### src/rtl/reservation_station_issue_if.sv
`default_nettype none
// ============================================================================
// Module   : reservation_station_issue_if
// Purpose  : Dispatch, completion-bus, flush and FU-issue signals of one RS.
// Revision : 1.0 - initial release
// ============================================================================
interface reservation_station_issue_if #(
    parameter int ROB_SIZE_LOG = 5,
    parameter int CMDW         = 10,
    parameter int CNTW         = 3
);
    // dispatch from decode
    logic                    writeEn_i;
    logic [ROB_SIZE_LOG-1:0] robTag_i;
    logic [ROB_SIZE_LOG-1:0] tag1_i;
    logic [ROB_SIZE_LOG-1:0] tag2_i;
    logic [ROB_SIZE_LOG-1:0] tag3_i;
    logic [64:0]             val1_i;
    logic [64:0]             val2_i;
    logic [64:0]             val3_i;
    logic [CMDW-1:0]         commands_i;
    logic                    stall_o;
    logic [CNTW-1:0]         count_o;
    // completion bus and squash
    logic                    comValid_i;
    logic [ROB_SIZE_LOG-1:0] comTag_i;
    logic [64:0]             comVal_i;
    logic                    flush_i;
    // functional-unit issue port
    logic                    issueValid_o;
    logic                    fuReady_i;
    logic [ROB_SIZE_LOG-1:0] issueRobTag_o;
    logic [63:0]             issueVal1_o;
    logic [63:0]             issueVal2_o;
    logic [63:0]             issueVal3_o;
    logic [CMDW-1:0]         issueCommands_o;

    modport master (
        output writeEn_i, robTag_i, tag1_i, tag2_i, tag3_i,
               val1_i, val2_i, val3_i, commands_i,
               comValid_i, comTag_i, comVal_i, flush_i, fuReady_i,
        input  stall_o, count_o, issueValid_o, issueRobTag_o,
               issueVal1_o, issueVal2_o, issueVal3_o, issueCommands_o
    );

    modport slave (
        input  writeEn_i, robTag_i, tag1_i, tag2_i, tag3_i,
               val1_i, val2_i, val3_i, commands_i,
               comValid_i, comTag_i, comVal_i, flush_i, fuReady_i,
        output stall_o, count_o, issueValid_o, issueRobTag_o,
               issueVal1_o, issueVal2_o, issueVal3_o, issueCommands_o
    );
endinterface
`default_nettype wire

### src/rtl/reservation_station_issue.sv
`default_nettype none
// ============================================================================
// Module   : reservation_station_issue
// Purpose  : Age-ordered reservation station with completion-bus wakeup and
//            a valid/ready issue register; oldest ready op issues first.
//            Optional macro RS_BYPASS_EN: forward the completion value so an
//            op woken this cycle can be selected in the same cycle.
// Revision : 1.0 - initial release
// ============================================================================
module reservation_station_issue #(
    parameter int ROB_SIZE     = 16,
    parameter int ROB_SIZE_LOG = $clog2(ROB_SIZE + 1),
    parameter int DEPTH        = 4,
    parameter int CMDW         = 10
) (
    input  wire logic                  clk_i,
    input  wire logic                  reset_i,
    reservation_station_issue_if.slave rs
);
    localparam int c_CNT_W = $clog2(DEPTH + 1);
    localparam int c_IDX_W = $clog2(DEPTH);
    localparam int c_NSRC  = 3;

    typedef logic [ROB_SIZE_LOG-1:0] tag_t;
    typedef logic [63:0]             val_t;

    // ---------------- storage: slot 0 is the oldest entry ----------------
    tag_t               r_rob_tag [DEPTH];
    tag_t               r_src_tag [DEPTH][c_NSRC];
    val_t               r_src_val [DEPTH][c_NSRC];
    logic [CMDW-1:0]    r_cmd     [DEPTH];
    logic [c_CNT_W-1:0] r_count;

    logic               r_iss_valid;
    tag_t               r_iss_rob_tag;
    val_t               r_iss_val [c_NSRC];
    logic [CMDW-1:0]    r_iss_cmd;

    // ---------------- combinational signals ----------------
    logic               w_com_live;
    tag_t               w_in_tag    [c_NSRC];
    val_t               w_in_val    [c_NSRC];
    tag_t               w_in_wk_tag [c_NSRC];
    val_t               w_in_wk_val [c_NSRC];
    tag_t               w_wk_tag    [DEPTH][c_NSRC];
    val_t               w_wk_val    [DEPTH][c_NSRC];
    logic [DEPTH-1:0]   w_ready;
    logic               w_sel_found;
    logic [c_IDX_W-1:0] w_sel_idx;
    tag_t               w_sel_rob_tag;
    val_t               w_sel_val [c_NSRC];
    logic [CMDW-1:0]    w_sel_cmd;
    logic               w_stall;
    logic               w_accept;
    logic               w_iss_open;
    logic               w_take;
    logic [c_CNT_W-1:0] w_wr_idx;
    logic [c_CNT_W-1:0] w_nx_count;
    tag_t               w_nx_rob_tag [DEPTH];
    tag_t               w_nx_tag     [DEPTH][c_NSRC];
    val_t               w_nx_val     [DEPTH][c_NSRC];
    logic [CMDW-1:0]    w_nx_cmd     [DEPTH];
    logic               w_unused_msbs;

    // Tag 0 means "value present", so it must never be treated as a match.
    assign w_com_live = rs.comValid_i && (rs.comTag_i != '0);

    always_comb begin
        w_in_tag[0] = rs.tag1_i;
        w_in_tag[1] = rs.tag2_i;
        w_in_tag[2] = rs.tag3_i;
        w_in_val[0] = rs.val1_i[63:0];
        w_in_val[1] = rs.val2_i[63:0];
        w_in_val[2] = rs.val3_i[63:0];
        for (int k = 0; k < c_NSRC; k++) begin
            if (w_com_live && (w_in_tag[k] == rs.comTag_i)) begin
                w_in_wk_tag[k] = '0;
                w_in_wk_val[k] = rs.comVal_i[63:0];
            end else begin
                w_in_wk_tag[k] = w_in_tag[k];
                w_in_wk_val[k] = w_in_val[k];
            end
        end
    end

    always_comb begin
        for (int i = 0; i < DEPTH; i++) begin
            for (int k = 0; k < c_NSRC; k++) begin
                if (w_com_live && (r_src_tag[i][k] == rs.comTag_i)) begin
                    w_wk_tag[i][k] = '0;
                    w_wk_val[i][k] = rs.comVal_i[63:0];
                end else begin
                    w_wk_tag[i][k] = r_src_tag[i][k];
                    w_wk_val[i][k] = r_src_val[i][k];
                end
            end
        end
    end

    // Entries are compacted, so slot i is occupied exactly when i < count.
    always_comb begin
        for (int i = 0; i < DEPTH; i++) begin
            w_ready[i] = (c_CNT_W'(i) < r_count);
            for (int k = 0; k < c_NSRC; k++) begin
`ifdef RS_BYPASS_EN
                w_ready[i] = w_ready[i] && (w_wk_tag[i][k] == '0);
`else
                w_ready[i] = w_ready[i] && (r_src_tag[i][k] == '0);
`endif
            end
        end
    end

    // Scan from the youngest slot down so the oldest ready entry wins.
    always_comb begin
        w_sel_found   = 1'b0;
        w_sel_idx     = '0;
        w_sel_rob_tag = '0;
        w_sel_cmd     = '0;
        for (int k = 0; k < c_NSRC; k++) begin
            w_sel_val[k] = '0;
        end
        for (int i = DEPTH - 1; i >= 0; i--) begin
            if (w_ready[i]) begin
                w_sel_found   = 1'b1;
                w_sel_idx     = c_IDX_W'(i);
                w_sel_rob_tag = r_rob_tag[i];
                w_sel_cmd     = r_cmd[i];
                for (int k = 0; k < c_NSRC; k++) begin
                    w_sel_val[k] = w_wk_val[i][k];
                end
            end
        end
    end

    assign w_stall    = (r_count == c_CNT_W'(DEPTH));
    assign w_accept   = rs.writeEn_i && !w_stall;
    assign w_iss_open = !r_iss_valid || rs.fuReady_i;
    assign w_take     = w_iss_open && w_sel_found;
    assign w_wr_idx   = r_count - c_CNT_W'(w_take);
    assign w_nx_count = r_count + c_CNT_W'(w_accept) - c_CNT_W'(w_take);

    // Shift everything above the removed slot down by one, then append.
    always_comb begin
        for (int i = 0; i < DEPTH; i++) begin
            int j;
            j = (i < DEPTH - 1) ? i + 1 : i;
            w_nx_rob_tag[i] = r_rob_tag[i];
            w_nx_cmd[i]     = r_cmd[i];
            for (int k = 0; k < c_NSRC; k++) begin
                w_nx_tag[i][k] = w_wk_tag[i][k];
                w_nx_val[i][k] = w_wk_val[i][k];
            end
            if (w_take && (i < DEPTH - 1) && (i >= int'(w_sel_idx))) begin
                w_nx_rob_tag[i] = r_rob_tag[j];
                w_nx_cmd[i]     = r_cmd[j];
                for (int k = 0; k < c_NSRC; k++) begin
                    w_nx_tag[i][k] = w_wk_tag[j][k];
                    w_nx_val[i][k] = w_wk_val[j][k];
                end
            end
            if (w_accept && (c_CNT_W'(i) == w_wr_idx)) begin
                w_nx_rob_tag[i] = rs.robTag_i;
                w_nx_cmd[i]     = rs.commands_i;
                for (int k = 0; k < c_NSRC; k++) begin
                    w_nx_tag[i][k] = w_in_wk_tag[k];
                    w_nx_val[i][k] = w_in_wk_val[k];
                end
            end
        end
    end

    always_ff @(posedge clk_i or negedge reset_i) begin
        if (!reset_i) begin
            r_count <= '0;
            for (int i = 0; i < DEPTH; i++) begin
                r_rob_tag[i] <= '0;
                r_cmd[i]     <= '0;
                for (int k = 0; k < c_NSRC; k++) begin
                    r_src_tag[i][k] <= '0;
                    r_src_val[i][k] <= '0;
                end
            end
        end else if (rs.flush_i) begin
            r_count <= '0;
        end else begin
            r_count <= w_nx_count;
            for (int i = 0; i < DEPTH; i++) begin
                r_rob_tag[i] <= w_nx_rob_tag[i];
                r_cmd[i]     <= w_nx_cmd[i];
                for (int k = 0; k < c_NSRC; k++) begin
                    r_src_tag[i][k] <= w_nx_tag[i][k];
                    r_src_val[i][k] <= w_nx_val[i][k];
                end
            end
        end
    end

    // Issue register: payload only changes when a new op is loaded.
    always_ff @(posedge clk_i or negedge reset_i) begin
        if (!reset_i) begin
            r_iss_valid   <= 1'b0;
            r_iss_rob_tag <= '0;
            r_iss_cmd     <= '0;
            for (int k = 0; k < c_NSRC; k++) begin
                r_iss_val[k] <= '0;
            end
        end else if (rs.flush_i) begin
            r_iss_valid <= 1'b0;
        end else if (w_iss_open) begin
            r_iss_valid <= w_sel_found;
            if (w_sel_found) begin
                r_iss_rob_tag <= w_sel_rob_tag;
                r_iss_cmd     <= w_sel_cmd;
                for (int k = 0; k < c_NSRC; k++) begin
                    r_iss_val[k] <= w_sel_val[k];
                end
            end
        end
    end

    assign rs.stall_o         = w_stall;
    assign rs.count_o         = r_count;
    assign rs.issueValid_o    = r_iss_valid;
    assign rs.issueRobTag_o   = r_iss_rob_tag;
    assign rs.issueVal1_o     = r_iss_val[0];
    assign rs.issueVal2_o     = r_iss_val[1];
    assign rs.issueVal3_o     = r_iss_val[2];
    assign rs.issueCommands_o = r_iss_cmd;

    // Bit 64 of every value input carries no information for this block.
    assign w_unused_msbs = ^{rs.val1_i[64], rs.val2_i[64], rs.val3_i[64], rs.comVal_i[64]};

endmodule
`default_nettype wire

### src/flat_wrapper.sv
// flat-port wrapper written by rule: the top's interface ports become plain ports
module reservation_station_issue_flat 
#(
    parameter int ROB_SIZE     = 16,
    parameter int ROB_SIZE_LOG = $clog2(ROB_SIZE + 1),
    parameter int DEPTH        = 4,
    parameter int CMDW         = 10
)
  (clk_i, reset_i, rs_writeEn_i, rs_robTag_i, rs_tag1_i, rs_tag2_i, rs_tag3_i, rs_val1_i, rs_val2_i, rs_val3_i, rs_commands_i, rs_comValid_i, rs_comTag_i, rs_comVal_i, rs_flush_i, rs_fuReady_i, rs_stall_o, rs_count_o, rs_issueValid_o, rs_issueRobTag_o, rs_issueVal1_o, rs_issueVal2_o, rs_issueVal3_o, rs_issueCommands_o);
  reservation_station_issue_if #(.ROB_SIZE_LOG(ROB_SIZE_LOG), .CMDW(CMDW), .CNTW((3))) rs_i ();
  input  wire logic clk_i;
  input  wire logic reset_i;
  input wire logic [$bits(rs_i.writeEn_i)-1:0] rs_writeEn_i;
  input wire logic [$bits(rs_i.robTag_i)-1:0] rs_robTag_i;
  input wire logic [$bits(rs_i.tag1_i)-1:0] rs_tag1_i;
  input wire logic [$bits(rs_i.tag2_i)-1:0] rs_tag2_i;
  input wire logic [$bits(rs_i.tag3_i)-1:0] rs_tag3_i;
  input wire logic [$bits(rs_i.val1_i)-1:0] rs_val1_i;
  input wire logic [$bits(rs_i.val2_i)-1:0] rs_val2_i;
  input wire logic [$bits(rs_i.val3_i)-1:0] rs_val3_i;
  input wire logic [$bits(rs_i.commands_i)-1:0] rs_commands_i;
  input wire logic [$bits(rs_i.comValid_i)-1:0] rs_comValid_i;
  input wire logic [$bits(rs_i.comTag_i)-1:0] rs_comTag_i;
  input wire logic [$bits(rs_i.comVal_i)-1:0] rs_comVal_i;
  input wire logic [$bits(rs_i.flush_i)-1:0] rs_flush_i;
  input wire logic [$bits(rs_i.fuReady_i)-1:0] rs_fuReady_i;
  output wire logic [$bits(rs_i.stall_o)-1:0] rs_stall_o;
  output wire logic [$bits(rs_i.count_o)-1:0] rs_count_o;
  output wire logic [$bits(rs_i.issueValid_o)-1:0] rs_issueValid_o;
  output wire logic [$bits(rs_i.issueRobTag_o)-1:0] rs_issueRobTag_o;
  output wire logic [$bits(rs_i.issueVal1_o)-1:0] rs_issueVal1_o;
  output wire logic [$bits(rs_i.issueVal2_o)-1:0] rs_issueVal2_o;
  output wire logic [$bits(rs_i.issueVal3_o)-1:0] rs_issueVal3_o;
  output wire logic [$bits(rs_i.issueCommands_o)-1:0] rs_issueCommands_o;
  assign rs_i.writeEn_i = rs_writeEn_i;
  assign rs_i.robTag_i = rs_robTag_i;
  assign rs_i.tag1_i = rs_tag1_i;
  assign rs_i.tag2_i = rs_tag2_i;
  assign rs_i.tag3_i = rs_tag3_i;
  assign rs_i.val1_i = rs_val1_i;
  assign rs_i.val2_i = rs_val2_i;
  assign rs_i.val3_i = rs_val3_i;
  assign rs_i.commands_i = rs_commands_i;
  assign rs_i.comValid_i = rs_comValid_i;
  assign rs_i.comTag_i = rs_comTag_i;
  assign rs_i.comVal_i = rs_comVal_i;
  assign rs_i.flush_i = rs_flush_i;
  assign rs_i.fuReady_i = rs_fuReady_i;
  assign rs_stall_o = rs_i.stall_o;
  assign rs_count_o = rs_i.count_o;
  assign rs_issueValid_o = rs_i.issueValid_o;
  assign rs_issueRobTag_o = rs_i.issueRobTag_o;
  assign rs_issueVal1_o = rs_i.issueVal1_o;
  assign rs_issueVal2_o = rs_i.issueVal2_o;
  assign rs_issueVal3_o = rs_i.issueVal3_o;
  assign rs_issueCommands_o = rs_i.issueCommands_o;
  reservation_station_issue #(.ROB_SIZE(ROB_SIZE), .ROB_SIZE_LOG(ROB_SIZE_LOG), .DEPTH(DEPTH), .CMDW(CMDW)) u_core (.clk_i(clk_i), .reset_i(reset_i), .rs(rs_i));
endmodule
### config.mk
export PLATFORM = sky130hd
export DESIGN_NAME = reservation_station_issue_flat
export DESIGN_NICKNAME = d
export VERILOG_FILES = /design/src/rtl/reservation_station_issue_if.sv /design/src/rtl/reservation_station_issue.sv /design/src/flat_wrapper.sv
export SDC_FILE = /design/constraint.sdc
export NUM_CORES = 2
export LEC_CHECK = 0
export ABC_CLOCK_PERIOD_IN_PS = 5650
export BUFFER_PORTS_ARGS = -buffer_cell sky130_fd_sc_hd__buf_2
export CORE_ASPECT_RATIO = 1.1
export CORE_MARGIN = 2
export CORE_UTILIZATION = 23
export DETAILED_ROUTE_END_ITERATION = 10
export GPL_TIMING_DRIVEN = 0
export SLEW_MARGIN = 20
export SYNTH_ARGS = -nofsm -noshare
export SYNTH_HDL_FRONTEND = slang
export SYNTH_SLANG_ARGS = --single-unit
### constraint.sdc
create_clock -name clk_i -period 5.65 [get_ports clk_i]
set_input_delay 0.565 -clock clk_i [delete_from_list [all_inputs] [get_ports clk_i]]
set_output_delay 0.565 -clock clk_i [all_outputs]
set_load 0.1 [all_outputs]
After elaboration in Yosys (flattened, before gate mapping):

Cells that the tools add are included.

* register bits after elaboration: 1099
* logic and storage cells: 217

* add/sub/neg operators: 3
* magnitude comparators: 7
* equality and inequality tests: 19
* muxes and demuxes: 79
* bitwise operators: 1
* reduce and logical (&&, ||, !) cells: 69

Operators by type and width (count)
* $mux 192: 11
* $mux 64: 15
* $mux 5: 25
* $mux 15: 7
* $mux 10: 10
* $eq 5x5->1: 15
* $logic_not 5->1: 12
* $logic_and 1x1->1: 37
* $reduce_and 2->1: 7
* $reduce_bool 3->1: 3
* $mux 2: 4
* $reduce_bool 2->1: 4
* $eq 2x3->1 const A: 2
* $lt 1x3->1 const A: 2
* $lt 2x3->1 const A: 2
* $mux 1: 6
* $sub 3x1->3: 2
* $reduce_bool 5->1: 1
* $ge 1x2->1 const A: 2
* $add 3x1->3: 1
* $eq 1x3->1 const A: 1
* $eq 3x3->1 const B: 1
* $logic_not 3->1: 1
* $mux 3: 1
* other kinds (5): 6

Longest topological paths before layout:

* depth after elaboration: 14
* mapped depth: 21
* gate-level depth less buffers: 16

Least setup slack after synthesis:

No wires, ideal clock.

* path kind: flip-flop to flip-flop
* start point: register u_core.r_count[2], in the netlist u_core.rs.count_o[2]
* end point: register u_core.r_src_val[384] in the netlist's numbering
* arrival: 5.332 ns
* required time: 5.555 ns
* setup slack: 0.222 ns
* stages on the path, launching flop included: 12
* buffers on the path: 4
* cell sequence: dfrtp_1 nor3b_1 nor4b_1 o211ai_1 o21a_1 clkbuf_1 and3_1 buf_2 nand2_1 buf_2 buf_2 o31ai_1

* elaborated cells on any way between the ends: 35
* those cells by class: add/sub (1); order compare (5); eq/ne (2); mux (10); reduce/logical (17)

RTL lines
* from (decl): RTL line reservation_station_issue.sv:32 `logic [c_CNT_W-1:0] r_count;`
* from (signal assigned): RTL line reservation_station_issue.sv:187 `r_count <= w_nx_count;`
* $eq 3x3->1: RTL line reservation_station_issue.sv:136 `assign w_stall = (r_count == c_CNT_W'(DEPTH));`
* named net rs_stall_o: RTL line flat_wrapper.sv:27 `output wire logic [$bits(rs_i.stall_o)-1:0] rs_stall_o;`
* $logic_not 1->1: RTL line reservation_station_issue.sv:137 `assign w_accept = rs.writeEn_i && !w_stall;`
* $logic_and 1x1->1: RTL line reservation_station_issue.sv:137
* $logic_and 1x1->1: RTL line reservation_station_issue.sv:162 `if (w_accept && (c_CNT_W'(i) == w_wr_idx)) begin`
* $mux 192: RTL line reservation_station_issue.sv:162
* to (signal, indexed assignment): RTL line reservation_station_issue.sv:193 `r_src_val[i][k] <= w_nx_val[i][k];`
* to (decl): RTL line reservation_station_issue.sv:30 `val_t r_src_val [DEPTH][c_NSRC];`

The timed path passes the listed nets, and every way through them passes these cells.
A chain may end at the register's enable or synchronous reset.

Worst setup path after layout:

* start point: register u_core.r_count[1], in the netlist u_core.rs.count_o[1]
* end point: register u_core.r_src_val[44] in the netlist's numbering

* longest elaborated chain between the ends: 13
* elaborated cells on any way between the ends: 28
* those cells by class: add/sub (1); order compare (4); eq/ne (2); mux (5); reduce/logical (16)

RTL lines
* $lt 2x3->1: RTL line reservation_station_issue.sv:103 `w_ready[i] = (c_CNT_W'(i) < r_count);`
* $logic_and 1x1->1 (3 in a row): RTL line reservation_station_issue.sv:108 `w_ready[i] = w_ready[i] && (r_src_tag[i][k] == '0);`
* $mux 1 (4 in a row): RTL line reservation_station_issue.sv:124 `if (w_ready[i]) begin`
* $logic_and 1x1->1: RTL line reservation_station_issue.sv:139 `assign w_take = w_iss_open && w_sel_found;`
* $sub 3x1->3: RTL line reservation_station_issue.sv:140 `assign w_wr_idx = r_count - c_CNT_W'(w_take);`
* $eq 2x3->1: RTL line reservation_station_issue.sv:162
* $logic_and 1x1->1 *: RTL line reservation_station_issue.sv:162
* $mux 192 *: RTL line reservation_station_issue.sv:162

Every way passes the cells marked *; elsewhere a longest branch is shown, timed or not.

==> results.json <==
{
  "dp_hpwl_mm": 307,
  "synth_warnings": 0,
  "final_common_cell": "dfrtp_1",
  "worstMarginPinSlew_ps": 1260,
  "cp-end-kind": "flop",
  "tritoncts": "yes",
  "grt_max_degree": 124,
  "grtUsageMet3_pct": 9.95,
  "p_sw_share_pct": 51.0,
  "slowest_delay_ps": 590,
  "drtPass1Iterations": 7,
  "synth.distinct_cells": 59,
  "max_freq_ghz": 0.179,
  "dieArea_um2": 310000,
  "layout_common_cells": "dfrtp_1 (1098), nor2_1 (986), mux2i_1 (975)",
  "hold_violations": 0,
  "gr-usage-all-layers_pct": 24.6,
  "placed_cells": 12565,
  "layout-drive-gt1-share_pct": 15.3,
  "fp.dieW_um": 531,
  "crit_chain": "inv_1 -> ha_1 -> or4_1 -> nor3_2 -> buf_4 -> nor3_1 -> or3_1 -> inv_1 -> ha_1 -> xor2_2 -> or4bb_1 -> nor2_1 -> and4_1 -> or3_1 -> buf_2 -> buf_2 -> buf_16 -> clkbuf_1 -> nand2_1 -> o221ai_2",
  "num_vias": 73345,
  "cp-startpoint": "u_core.rs.count_o[1]",
  "maxSlewHeadroom_pct": 15.9,
  "grt-ovfl-total": 0,
  "io_pins": 513,
  "syn-cell-area_um2": 70200,
  "critical_path_depth": 20,
  "place_congestion": 0.999,
  "clk_latency_ps": 850,
  "stdcell_count": 12911,
  "syn_nets": 8254,
  "rr_startpoint": "u_core.rs.count_o[1]",
  "r2r_cells": 20,
  "intPower_mw": 24.4,
  "top_usage_layer": "met2",
  "grt_first_pass_wirelength_mm": 545,
  "wl_per_cell_um": 30.6,
  "syn2layout_area_growth_pct": 20.1,
  "comb_power_share_pct": 53.1,
  "drc": 0,
  "io_buffers": 502,
  "skew_ps": 47.2,
  "synth_ff_type": "dfrtp_1",
  "power_density_nw_per_um2": 591,
  "gr-usage-met1_pct": 28.7,
  "fillers": 32782,
  "drv_slew": 0,
  "start_util_pct": 23.1,
  "wl_mm": 395,
  "root_buffer": "clkbuf_16",
  "cts.sinks": 1099,
  "ant_nets": 0,
  "peakVddDrop_mv": 0.353,
  "use_met2_pct": 35.7,
  "netlist.area_leader.share_pct": 39.2,
  "synth_edf_count": 0,
  "slowest_stage": "or4bb_1",
  "switchingPower_mw": 25.4,
  "p_leak_nw": 33.9,
  "cp_data_arrival_time_ps": 6310,
  "netlist_top_cells_area": "dfrtp_1 (39%), mux2i_1 (14%), a22oi_1 (6.2%), nor2_1 (5.3%), o22ai_1 (5.2%)",
  "outcome": "complete, no violations",
  "start_kind": "flop",
  "crit_required_ps": 6390,
  "die_h_um": 584,
  "grt_antenna_before_repair": 200,
  "crit_path_max_fanout": 10,
  "critPathKind": "reg2reg",
  "row_count": 212,
  "rsz0062_at_grt": "true",
  "synth_cells": 7947,
  "synth_top_area_cell": "dfrtp_1",
  "dr.first_iter.drc_count": 9758,
  "drv_cap": 0,
  "fin_util_pct": 27.8,
  "min-delay-path-class": "in2reg",
  "pwr-share-clk_pct": 18.1,
  "via_per_inst": 5.68,
  "clockBufferDepth": 3,
  "finalCriticalPeriod_ps": 5570,
  "synthArstFlopShare_pct": 100,
  "grt_pass1_vias": 69722,
  "seqPwrFrac_pct": 28.8,
  "coreArea_um2": 303000,
  "crit_family": "simple AND/OR/NAND/NOR gates",
  "setup_slack_ps": 78.6,
  "setup_viol": 0,
  "syn_area_per_cell_um2": 8.84,
  "ys_ff_latch": 1099,
  "preCtsSetupSlack_ps": -728,
  "clk_pin_slew_ps": 60,
  "cp_num_buf_inv": 7,
  "cts_buffers": 135,
  "nets": 8952,
  "htreeDepth": 4,
  "seq_area_frac_synth_pct": 39.2,
  "worstHoldPathCells": 2,
  "period_share_pct": 98.6,
  "hold_start": "rs_commands_i[8]"
}
-- worst register-to-register path: stages, from the launching register on --
cell and delay, ps:
dfrtp_1 440, inv_1 110, ha_1 300, or4_1 480, nor3_2 290, buf_4 270
nor3_1 130, or3_1 370, inv_1 120, ha_1 190, xor2_2 120, or4bb_1 590
nor2_1 150, and4_1 280, or3_1 130, buf_2 300, buf_2 370, buf_16 220
clkbuf_1 400, nand2_1 150, o221ai_2 90
-- power groups by stage --
stage / Clock (mW) / Sequential (mW) / Combinational, mW
global route: 9.35 / 14.7 / 27.8
detailed placement: 0 / 14.3 / 25.5
global placement: 0 / 14.3 / 24.8
CTS: 9.03 / 14.2 / 25.7
finish: 9.04 / 14.4 / 26.5
floorplan: 0 / 17.5 / 13.3
-- final timing paths --
path | end | slack, ps
worst max-delay path | u_core.r_src_val[44] | 80
worst min-delay path | u_core.r_cmd[18] | 50
worst max register to register | u_core.r_src_val[44] | 80
worst min register to register | u_core.rs.issueCommands_o[8] | 470
max in group asynchronous | u_core.r_src_val[622] | 3140
min in group asynchronous | u_core.r_src_val[722] | 300
-- metal layers --
layer  vias up  routed length (µm)
li1      31060                   -
met1     35873              143000
met2      4974              166000
met3      1320               50200
met4       118               35400
met5         -                 747
-- kinds of logic (layout without fill, tap and decap cells) --
kind of cell    Yosys count  count (layout)  share of synthesized area (%)
compound gates         2712            2712                           26.0
xor+xnor                 77              77                          0.960
fa+ha+maj                 6               6                          0.118
buf+inv                1124            1917                           6.40
flops                  1099            1099                           39.2
mux                    1166            1166                           17.0
other cells               0             105                              0
simple gates           1763            1763                           10.4
-- timing repair --
item / in CTS / in global routing
endpoints found under the setup margin: 760 / 813
buffers inserted: 2 / 6
pin swaps: 1 / 1
hold buffers: 3 / 0
hold endpoints to repair: 78 / 0
gates resized for setup: 73 / 88
-- state kept, by name (all words and copies together) (netlist names), 5 cells and up --
signal                     count
u_core.r_rob_tag              20
u_core.r_cmd                  40
u_core.rs.issueVal1_o         64
u_core.rs.issueVal2_o         64
u_core.rs.issueVal3_o         64
u_core.rs.issueRobTag_o        5
u_core.rs.issueCommands_o     10
u_core.r_src_val             768
u_core.r_src_tag              60
-- synth_stat cells, drive strengths merged (6+ instances only) --
master and number:
or3 7, and2 11, inv 216, buf 247
o21ai 469, o22a 15, a21oi 365, o31ai 416
a22o 10, nor2 987, clkbuf 659, a311oi 45
dfrtp 1099, nor4 26, xor2 29, mux2 186
o22ai 581, a31oi 15, a221o 15, and3 6
nand2 419, mux2i 980, o221ai 192, a22oi 576
nor3b 6, nand3 34, xnor2 48, nor3 201
nand2b 20, nor2b 28
-- layout make-up --
class                      instances  area, µm²  share of cell area [%]
buffer                           904       3940                    4.67
clock buffer                     195       3870                    4.59
timing repair buffer             563       3950                    4.68
sequential                      1099      27500                    32.6
clock inverter                    37        522                   0.618
multi-input combinational       5724      38400                    45.5
antenna                          105        263                   0.311
tap                             4066       5090                    6.03
inverter                         218        818                   0.970
-- stage by stage --
step	area [µm²]	power [mW]	hold slack [ps]	TNS [ps]
global placement	77800	39.1	463	-
global route	84200	51.9	47.1	-6790
detailed placement	79300	39.8	466	-236030
floorplan	70200	30.8	269	0
CTS	83900	48.9	4.53	-1040
finish	84400	49.9	48.0	0
Note: power is estimated with default switching activity, not from simulation.
